$ cat config.mk
export PLATFORM = sky130hd
export DESIGN_NAME = tm1640_seq
export DESIGN_NICKNAME = d
export VERILOG_FILES = /design/src/rtl/tm1640_seq.sv
export SDC_FILE = /design/constraint.sdc
export NUM_CORES = 1
export LEC_CHECK = 0
export ABC_AREA = 1
export CORE_ASPECT_RATIO = 0.8
export CORE_MARGIN = 5
export CORE_UTILIZATION = 55
export CTS_BUF_LIST = sky130_fd_sc_hd__clkbuf_2 sky130_fd_sc_hd__clkbuf_4 sky130_fd_sc_hd__clkbuf_8
export DETAILED_ROUTE_END_ITERATION = 12
export HOLD_SLACK_MARGIN = 0.12
export MAX_ROUTING_LAYER = met4
export PLACE_DENSITY_LB_ADDON = 0.1
export SLEW_MARGIN = 20
export SYNTH_ARGS = -nofsm -noshare
export SYNTH_HDL_FRONTEND = slang
export SYNTH_SLANG_ARGS = --single-unit
$ cat constraint.sdc
create_clock -name clk -period 5.5 [get_ports clk]
set_input_delay 1.1 -clock clk [delete_from_list [all_inputs] [get_ports clk]]
set_output_delay 1.1 -clock clk [all_outputs]
set_load 0.02 [all_outputs]
$ cat src/rtl/tm1640_seq.sv
// Command sequencer for the TM1640 byte-level driver: data-setting command,
// address + digit burst, display-control command, arbitrated between update,
// brightness and refresh requests.
module tm1640_seq #(
  parameter int NUM_DIGITS     = 9,
  parameter int REFRESH_CYCLES = 500_000
) (
  input  logic                    clk,
  input  logic                    rst,
  input  logic                    upd_req,
  input  logic                    bri_req,
  input  logic [8*NUM_DIGITS-1:0] digits,
  input  logic [2:0]              brightness,
  input  logic                    disp_on,
  output logic                    drv_valid,
  output logic [7:0]              drv_byte,
  output logic                    drv_first,
  output logic                    drv_last,
  input  logic                    drv_ready,
  output logic                    busy,
  output logic                    done
);

  if (NUM_DIGITS < 1 || NUM_DIGITS > 16) begin : g_bad_digits
    $error("tm1640_seq: NUM_DIGITS must be in 1..16");
  end

  localparam int CW = (REFRESH_CYCLES > 1) ? $clog2(REFRESH_CYCLES) : 1;
  localparam logic [CW-1:0] CNT_MAX = (REFRESH_CYCLES > 0) ? CW'(REFRESH_CYCLES - 1) : '0;
  localparam logic [3:0] LAST_IDX = 4'(NUM_DIGITS - 1);

  typedef enum logic [2:0] {
    IDLE, CMD_DATA, CMD_ADDR, DIGIT, CMD_CTRL, DONE
  } state_t;

  state_t state, state_n;
  logic [3:0] idx, idx_n, idx_inc;
  logic [8*NUM_DIGITS-1:0] dbuf;
  logic [CW-1:0] cnt;
  logic full_pend, bri_pend;
  logic valid_n, first_n, last_n, busy_n, done_n;
  logic [7:0] byte_n, ctrl_byte;
  logic xfer, refresh_hit, full_go, bri_go, start_full, start_bri, cnt_run;

  assign xfer        = drv_valid && drv_ready;
  assign ctrl_byte   = {1'b1, 3'b000, disp_on, brightness};
  assign idx_inc     = idx + 4'd1;
  assign cnt_run     = (REFRESH_CYCLES != 0) && (state == IDLE) && !full_pend && !bri_pend;
  assign refresh_hit = cnt_run && (cnt == CNT_MAX);
  // Requests seen in IDLE start the sequence directly so the first byte appears next cycle.
  assign full_go     = full_pend || upd_req || refresh_hit;
  assign bri_go      = bri_pend || bri_req;

  always_comb begin
    state_n    = state;
    idx_n      = idx;
    valid_n    = drv_valid;
    byte_n     = drv_byte;
    first_n    = drv_first;
    last_n     = drv_last;
    busy_n     = busy;
    done_n     = 1'b0;
    start_full = 1'b0;
    start_bri  = 1'b0;
    unique case (state)
      IDLE: begin
        if (full_go) begin
          state_n = CMD_DATA; start_full = 1'b1;
          {valid_n, byte_n, first_n, last_n, busy_n} = {1'b1, 8'h40, 1'b1, 1'b1, 1'b1};
        end else if (bri_go) begin
          state_n = CMD_CTRL; start_bri = 1'b1;
          {valid_n, byte_n, first_n, last_n, busy_n} = {1'b1, ctrl_byte, 1'b1, 1'b1, 1'b1};
        end
      end
      CMD_DATA: if (xfer) begin
        state_n = CMD_ADDR;
        {byte_n, first_n, last_n} = {8'hC0, 1'b1, 1'b0};
      end
      CMD_ADDR: if (xfer) begin
        state_n = DIGIT;
        idx_n   = 4'd0;
        {byte_n, first_n, last_n} = {dbuf[7:0], 1'b0, LAST_IDX == 4'd0};
      end
      DIGIT: if (xfer) begin
        if (idx == LAST_IDX) begin
          state_n = CMD_CTRL;
          {byte_n, first_n, last_n} = {ctrl_byte, 1'b1, 1'b1};
        end else begin
          idx_n = idx_inc;
          {byte_n, first_n, last_n} = {dbuf[8*idx_inc +: 8], 1'b0, idx_inc == LAST_IDX};
        end
      end
      CMD_CTRL: if (xfer) begin
        state_n = DONE;
        {valid_n, byte_n, first_n, last_n, busy_n} = {1'b0, 8'h00, 1'b0, 1'b0, 1'b0};
        done_n  = 1'b1;
      end
      DONE: state_n = IDLE;
      default: state_n = IDLE;
    endcase
  end

  // Outside IDLE requests only latch; a full sequence also covers any pending ctrl update.
  always_ff @(posedge clk) begin
    if (rst) begin
      state <= IDLE; idx <= '0; cnt <= '0;
      full_pend <= 1'b1; bri_pend <= 1'b0;
      drv_valid <= 1'b0; drv_byte <= 8'h00; drv_first <= 1'b0; drv_last <= 1'b0;
      busy <= 1'b0; done <= 1'b0;
    end else begin
      state <= state_n; idx <= idx_n;
      drv_valid <= valid_n; drv_byte <= byte_n; drv_first <= first_n; drv_last <= last_n;
      busy <= busy_n; done <= done_n;
      if (state == IDLE) begin
        if (start_full) begin
          full_pend <= 1'b0;
          bri_pend  <= 1'b0;
        end else if (start_bri) begin
          bri_pend  <= 1'b0;
        end
      end else begin
        full_pend <= full_pend || upd_req;
        bri_pend  <= bri_pend || bri_req;
      end
      if (state == DONE || refresh_hit) cnt <= '0;
      else if (cnt_run) cnt <= cnt + 1'b1;
    end
  end

  // Snapshot so a running burst never mixes old and new digit patterns.
  always_ff @(posedge clk) begin
    if (start_full) dbuf <= digits;
  end

endmodule

== Yosys cells after proc, flatten, opt, wreduce, memory -nomap -nowiden ==
Cells that the tools add are included.

* Flip-flop bits (word level): 112
* Latch bits: 0
* RAM bits: 0
* Memory bits (read-only): 0
* Input bits: 81
* Memories: 0

* Add/subtract/negate cells: 2
* $mul: 0
* Divide/modulo/power cells: 0
* Order comparisons: 0
* Equality and inequality tests: 19
* Shift operators: 1
* Multiplexer cells: 42
* Bitwise logic cells: 1
* Reductions and logical operators: 26

{| class="wikitable"
|+ Operator list
! kind !! count
|-
| $shiftx 72x8->8 || 1
|-
| $mux 8 || 7
|-
| $pmux 8 s5 || 1
|-
| $mux 3 || 7
|-
| $add 19x1->19 const B || 1
|-
| $eq 19x19->1 const B || 1
|-
| $mux 1 || 19
|-
| $pmux 3 s5 || 1
|-
| $ne 2x2->1 const B || 7
|-
| $mux 4 || 3
|-
| $reduce_and 6->1 || 2
|-
| $eq 4x4->1 const B || 2
|-
| $pmux 4 s2 || 1
|-
| $reduce_and 4->1 || 2
|-
| $eq 3x2->1 const B || 2
|-
| $eq 3x3->1 const B || 2
|-
| $ne 3x3->1 const B || 2
|-
| $reduce_or 2->1 || 3
|-
| $reduce_and 5->1 || 1
|-
| $reduce_bool 5->1 || 1
|-
| $add 4x1->4 const B || 1
|-
| $logic_and 1x1->1 || 4
|-
| $logic_or 1x1->1 || 4
|-
| $ne 2x1->1 const B || 2
|-
| 12 further kinds || 14
|}

== Longest topological paths before layout ==
Gate-level depths: netlist (run 1).

* Depth after elaboration: 10
* Gate-level depth with buffers: 15

== Worst setup path after synthesis (run 1) ==
Ideal clock, no wire load.

* Path type: in2reg
* From: input upd_req
* To: register dbuf[0] (enable)
* Arrival: 2.812 ns
* Required time: 5.074 ns
* Setup slack: 2.262 ns
* Stages on the path: 4
* Path through: nor2_1 nand2_1 nand2_1 inv_1

* Word-level cells in the longest chain between the ends: 4

{| class="wikitable"
|+ RTL lines
! what !! RTL line !! source
|-
| start, declared || 10 || <nowiki>input logic upd_req,</nowiki>
|-
| $logic_or 1x1->1 (2 in a row) || 51 || <nowiki>assign full_go = full_pend || upd_req || refresh_hit;</nowiki>
|-
| $mux 1 || 67 || <nowiki>if (full_go) begin</nowiki>
|-
| $mux 1 || 65 || <nowiki>unique case (state)</nowiki>
|-
| net start_full || 43 || <nowiki>logic xfer, refresh_hit, full_go, bri_go, start_full, start_bri, cnt_run;</nowiki>
|-
| end signal, assigned || 132 || <nowiki>if (start_full) dbuf <= digits;</nowiki>
|-
| end, declared || 38 || <nowiki>logic [8*NUM_DIGITS-1:0] dbuf;</nowiki>
|}

The timed path passes the listed nets, and every way through them passes these cells.
A chain may end at the register's enable or synchronous reset.

== Final worst setup path (run 1) ==
* From: register idx[0]
* To: register drv_byte[5]

* Word-level cells in the longest chain between the ends: 5
* Elaborated cells on any way between the ends: 6

{| class="wikitable"
|+ RTL lines
! what !! RTL line !! source
|-
| start, declared || 37 || <nowiki>logic [3:0] idx, idx_n, idx_inc;</nowiki>
|-
| start signal, assigned || 111 || <nowiki>state <= state_n; idx <= idx_n;</nowiki>
|-
| $add 4x1->4 || 47 || <nowiki>assign idx_inc = idx + 4'd1;</nowiki>
|-
| $shiftx 72x8->8 || 90 || <nowiki>{byte_n, first_n, last_n} = {dbuf[8*idx_inc +: 8], 1'b0, idx_inc == LAST_IDX};</nowiki>
|-
| $mux 8 * || 85 || <nowiki>if (idx == LAST_IDX) begin</nowiki>
|-
| $mux 8 * || 84 || <nowiki>DIGIT: if (xfer) begin</nowiki>
|-
| $pmux 8 s5 * || 65 ||
|-
| end signal, assigned || 112 || <nowiki>drv_valid <= valid_n; drv_byte <= byte_n; drv_first <= first_n; drv_last <= last_n;</nowiki>
|-
| end, declared || 16 || <nowiki>output logic [7:0] drv_byte,</nowiki>
|}

Mark *: on every way between the ends. The rest lies on a longest branch, timed or not. The select of a mux whose other input is x is not followed.

==> results.sh, run 1 <==
export IMPL_status="finished clean"
export IMPL_clock_sinks=112
export IMPL_critPathTopFamily="buffers and inverters"
export IMPL_cp_end_kind="flip-flop"
export IMPL_rsz0062_at_grt="false"
export IMPL_fin_setup_tns_ns=0
export IMPL_vdd_drop_max_mv=0.346
export IMPL_n_antenna_cell=0
export IMPL_avgSynthCellArea_um2=8.77
export IMPL_rows=31
export IMPL_route_met3_wl_um=917
export IMPL_dp_cells=790
export IMPL_ys_types=39
export IMPL_yosys_warnings=0
export IMPL_seq_area_mm2=0.00296
export IMPL_relSlewSlack_pct=46.1
export IMPL_cts_tree="built"
export IMPL_yosysMostFrequentCell="nand2_1"
export IMPL_postSynthRegisterBits=112
export IMPL_cts_max_path_buffers=2
export IMPL_grt_max_degree=44
export IMPL_synth_edf_count=72
export IMPL_dpl_cell_area_mm2=0.00623
export IMPL_finalCriticalPeriod_ns=3.38
export IMPL_hold_slack_ns=0.474
export IMPL_hold_viol_final=0
export IMPL_ys_top_cells_by_count="143 x nand2_1, 80 x inv_1, 73 x nand3_1"
export IMPL_grt_pass1_wl_um=20700
export IMPL_grt_pass1_vias=4283
export IMPL_hold_path_class="reg -> reg"
export IMPL_cts_buffers=9
export IMPL_power_density_mw_per_mm2=395
export IMPL_dr_pass1_iters=5
export IMPL_worst_ep_required_time_ns=5.81
export IMPL_clkSlewWorstSetupHoldPaths_ns=0.11
export IMPL_mappedNetlistArea_mm2=0.00524
export IMPL_slowest_stage="ha_1"
export IMPL_synth_top_cell_area_share_pct=41.3
export IMPL_crit_fanout=43
export IMPL_multi_input_area_mm2=0.00186
export IMPL_drive_above_1_share_pct=5.93
export IMPL_critPathMostFrequentCell="nand2_1"
export IMPL_finalInstanceArea_mm2=0.00640
export IMPL_die_area_mm2=0.0116
export IMPL_wire_per_inst_um=15.2
export IMPL_yosysSeqAreaShare_pct=56.6
export IMPL_die_w_um=119
export IMPL_gr_total_overflow=0
export IMPL_cts_root_buf="clkbuf_8"
export IMPL_yosys_top_cells_area="edfxtp_1 41%, dfxtp_1 15%, nand2_1 10%"
export IMPL_wirelength_um=12200
export IMPL_postCtsHoldBufs=0
export IMPL_dr_wl_met2_um=5640
export IMPL_htree_levels=3
export IMPL_ios=94
export IMPL_yosysTopAreaCell="edfxtp_1"
export IMPL_asyncSetResetFlopFracSynth_pct=0
export IMPL_synthCells=597
export IMPL_gp_congestion=0.887
export IMPL_clock_latency_ns=0.38
export IMPL_max_freq_mhz=296
export IMPL_dpl_hpwl_um=9180
export IMPL_crit_arrival_ns=3.69
export IMPL_fin_worst_skew_ns=0.0121
export IMPL_finalSetupViolCount=0
export IMPL_drc=0
export IMPL_final_antenna_net_count=0
export IMPL_drv_cap=0
export IMPL_cts_resized=0
export IMPL_grt_usage_pct=22.6
export IMPL_fin_nets=770
export IMPL_synthFlopType="edfxtp_1"
export IMPL_p_leak_nw=2.56
export IMPL_coreArea_mm2=0.00919
export IMPL_area_delta_synth_final_pct=22.3
export IMPL_drt_iter0_drc=471
export IMPL_die_y_um=97.3
export IMPL_cp_num_buf_inv=3
export IMPL_fillCellCount=718
export IMPL_finalCritPeriodShare_pct=61.4
export IMPL_port_buffers=93
export IMPL_maxSlewViolCount=0
export IMPL_fin_cells=806
export IMPL_crit_type="reg -> reg"
export IMPL_vias_per_cell=5.32
export IMPL_start_kind="flip-flop"
export IMPL_vias=4291
export IMPL_wl_met1_um=5430
export IMPL_antenna_found_initial=0
export IMPL_routed_top_layer="met4"
export IMPL_slowest_delay_ns=0.92
export IMPL_worstMarginPinSlew_ns=0.807
export IMPL_post_cts_setup_buffer_count=0
export IMPL_start_util_pct=57.0
export IMPL_synthesis_nets=681
export IMPL_path_cells="buf_4 > inv_1 > ha_1 > inv_1 > nor2_1 > o21ai_0 > nand3_1 > nand3_1 > nand2_1 > nand2_1 > nand2_1 > nand2_1 > a21oi_1"
## layer usage
layer	up-vias	global-route usage (%)
li1	2117	-
met1	1985	30.1
met2	162	33.5
met3	27	6.17
met4	0	7.39
met5	-	-
## worst register-to-register path, stage by stage, from the launching register on
cell and delay [ns]:
dfxtp_1 0.32, buf_4 0.34, inv_1 0.48, ha_1 0.93, inv_1 0.38, nor2_1 0.19, o21ai_0 0.10, nand3_1 0.14
nand3_1 0.09, nand2_1 0.08, nand2_1 0.05, nand2_1 0.06, nand2_1 0.05, a21oi_1 0.11
## path summary, 6_finish.rpt
check / from / end / slack (ns) / depth (start not counted)
setup / recovery: idx[0] / drv_byte[5] / 2.12 / 13
setup reg to reg: idx[0] / drv_byte[5] / 2.12 / 13
hold / removal: drv_byte[7] / drv_byte[7] / 0.47 / 2
hold reg to reg: drv_byte[7] / drv_byte[7] / 0.47 / 2
## final cells by class
cell class / count / share of cell area [%]
clock inverter: 7 / 0.723
sequential: 112 / 46.3
tap: 115 / 2.25
inverter: 83 / 4.94
multi-input combinational: 385 / 29.1
clock buffer: 9 / 1.93
timing repair buffer: 95 / 14.8
## cells in the final DEF, fill, tap and decap left out, types with 9 or more instances in the layout
cell type	instances
nand2_1	143
clkdlybuf4s50_1	93
inv_1	79
nand3_1	73
edfxtp_1	72
nor2_1	70
dfxtp_1	40
o21ai_0	25
a21oi_1	23
clkbuf_8	9
## flip-flops by register name, summed over array words and instances, names as in the netlist, 3 cells and up
register / cells
cnt: 19
state: 3
dbuf: 72
idx: 4
drv_byte: 8
## cells by family (layout without fill, tap and decap cells)
logic type	Yosys count	in the layout	share of synthesized area, %
AND/OR/NAND/NOR	317	317	27.4
adder cells (fa/ha/maj)	3	3	0.717
AO/OA/AOI/OAI	55	55	5.52
flip-flops	112	112	56.6
buffers and inverters	100	194	7.84
XOR/XNOR	10	10	1.96
## power breakdown
part / switching [W] / internal, W / leakage, nW / total [W]
Clock: 0.000282 / 0.000165 / 0.0796 / 0.000447
Sequential: 0.000104 / 0.00121 / 1.02 / 0.00132
Combinational: 0.000514 / 0.000256 / 1.46 / 0.000770
## per-stage QoR
| step | setup WS, ns | utilization [%] | total power [W] |
|---|---|---|---|
| 2_1_floorplan | 2.26 | - | 0.00183 |
| 3_3_place_gp | 2.05 | 67.8 | 0.00208 |
| 3_5_place_dp | 1.98 | 67.8 | 0.00210 |
| 4_1_cts | 2.15 | 69.6 | 0.00254 |
| 5_1_grt | 1.71 | 69.6 | 0.00270 |
| 6_report | 2.12 | 69.6 | 0.00253 |
No activity file was read; power rests on OpenSTA's default activity.
==> inputs of run 2 (changes only) <==
==> constraint.sdc (replaced) <==
create_clock -name clk -period 3.15 [get_ports clk]
set_input_delay 0.63 -clock clk [delete_from_list [all_inputs] [get_ports clk]]
set_output_delay 0.63 -clock clk [all_outputs]
set_load 0.02 [all_outputs]
==> run 2 against run 1 <==
  * Clock skew shrank 0.0036 ns
  * Register-to-register slack lost 1.5 ns
  * Global-route usage is essentially flat
  * Largest cell class unchanged
==> results.sh, run 2 (synthesis results as in run 1) <==
export IMPL_status="finished clean"
export IMPL_largest_reg_flops=72
export IMPL_cts_root_buf="clkbuf_8"
export IMPL_fin_util_pct=71.1
export IMPL_pwr_share_clk_pct=20.8
export IMPL_critPathTopFamily="simple AND/OR/NAND/NOR gates"
export IMPL_grt_pass1_vias=4211
export IMPL_cts_buffers=9
export IMPL_grt_pass1_wl_um=20300
export IMPL_pwr_share_seq_pct=48.7
export IMPL_power_density_mw_per_mm2=710
export IMPL_finalCritPeriodShare_pct=80.1
export IMPL_drt_iter0_drc=388
export IMPL_whs_path_depth=2
export IMPL_drc=0
export IMPL_clock_latency_ns=0.38
export IMPL_coreArea_mm2=0.00919
export IMPL_intPower_w=0.00307
export IMPL_start_kind="flip-flop"
export IMPL_crit_fanout=32
export IMPL_power_switching_w=0.00157
export IMPL_path_cells="ha_1 > nand2_1 > inv_1 > nand2_1 > nor3_4 > nand2_4 > nand2_1 > nand2_1 > inv_2 > buf_12"
export IMPL_worst_ep_required_time_ns=3.24
export IMPL_finalSetupViolCount=0
export IMPL_cts_tree="built"
export IMPL_cp_depth=10
export IMPL_fin_worst_skew_ns=0.00853
export IMPL_rsz0062_at_grt="false"
export IMPL_drv_cap=0
export IMPL_top_regs="dbuf: 72 flops, cnt: 19 flops, drv_byte: 8 flops"
export IMPL_slowest_delay_ns=0.41
export IMPL_area_delta_synth_final_pct=24.9
export IMPL_wirelength_um=12400
export IMPL_slowest_stage="inv_2"
export IMPL_hold_viol_final=0
export IMPL_multi_input_area_mm2=0.00186
export IMPL_cp_num_buf_inv=3
export IMPL_die_w_um=119
export IMPL_critPathMostFrequentCell="nand2_1"
export IMPL_post_cts_setup_buffer_count=0
export IMPL_max_freq_mhz=397
export IMPL_layout_commonest_cell="nand2_1"
export IMPL_finalCriticalPeriod_ns=2.52
export IMPL_relSlewSlack_pct=60.5
export IMPL_seq_area_mm2=0.00296
export IMPL_vias=4289
export IMPL_ios=94
export IMPL_clock_sinks=112
export IMPL_rows=31
export IMPL_drive_above_1_share_pct=6.88
export IMPL_start_util_pct=57.0
export IMPL_gp_congestion=0.877
export IMPL_fillCellCount=732
export IMPL_fin_nets=777
export IMPL_top_register="dbuf"
export IMPL_grt_max_degree=33
export IMPL_dpl_hpwl_um=9240
export IMPL_port_buffers=93
export IMPL_dr_pass1_iters=5
export IMPL_vias_per_cell=5.28
export IMPL_grt_usage_pct=22.5
export IMPL_fin_setup_tns_ns=0
export IMPL_p_leak_nw=2.64
export IMPL_r2r_cells=10
export IMPL_clkSlewWorstSetupHoldPaths_ns=0.10
export IMPL_crit_arrival_ns=2.61
export IMPL_hold_path_class="reg -> reg"
export IMPL_htree_levels=3
export IMPL_vdd_drop_max_mv=0.371
export IMPL_postCtsHoldBufs=0
export IMPL_pwr_share_comb_pct=30.5
export IMPL_switching_share_pct=33.8
export IMPL_die_area_mm2=0.0116
export IMPL_final_antenna_net_count=0
export IMPL_die_y_um=97.3
export IMPL_wire_per_inst_um=15.2
export IMPL_gr_total_overflow=0
export IMPL_n_antenna_cell=0
export IMPL_cp_end_kind="flip-flop"
export IMPL_mostFrequentLayoutCells="143 x nand2_1, 93 x clkdlybuf4s50_1, 79 x inv_1, 73 x nand3_1, 72 x edfxtp_1"
export IMPL_cts_max_path_buffers=2
export IMPL_maxSlewViolCount=0
export IMPL_crit_type="reg -> reg"
export IMPL_worstMarginPinSlew_ns=0.591
export IMPL_antenna_found_initial=0
export IMPL_cts_resized=0
-- run 2: tightest hold or removal path, delay by kind of cell, from the launching register on --
family / cells / cell delay (ns)
AND/OR/NAND/NOR: 1 / 0.06
AO/OA/AOI/OAI: 1 / 0.05
flip-flops: 1 / 0.32
-- run 2: stage by stage --
step	worst slack [ns]	instance area (um2)	cells	total power [W]	hold slack (ns)
global placement	0.683	6310	797	0.00365	0.450
detailed placement	0.644	6310	797	0.00370	0.461
floorplan	0.0614	5240	597	0.00319	0.438
finish	0.628	6540	813	0.00464	0.473
global route	0.479	6540	813	0.00492	0.498
CTS	0.667	6540	813	0.00466	0.477
-- run 2: area by class of cell --
class	count	area share, %
Timing Repair Buffer	102	15.7
Sequential cell	112	45.3
Clock inverter	7	1.59
Inverter	83	4.84
Tap cell	115	2.20
Clock buffer	9	1.89
Multi-Input combinational cell	385	28.5
-- run 2: path summary, 6_finish.rpt --
check	startpoint	endpoint	slack [ns]
worst max-delay path	cnt[0]	dbuf[29]	0.63
worst max register to register	cnt[0]	dbuf[29]	0.63
worst min register to register	drv_byte[7]	drv_byte[7]	0.47
worst min-delay path	drv_byte[7]	drv_byte[7]	0.47
-- run 2: per-layer routing --
layer / GRT usage [%] / wire length, um
met4: 8.10 / 327
met1: 29.2 / 5420
met2: 34.6 / 5800
met5: - / 0
met3: 5.59 / 841
-- run 2: power groups by stage --
stage               registers, W  logic, W  clock network, W
floorplan                0.00233  0.000868                 0
global placement         0.00228   0.00138                 0
detailed placement       0.00230   0.00141                 0
CTS                      0.00226   0.00142          0.000976
global route             0.00230   0.00158           0.00104
finish                   0.00226   0.00142          0.000964
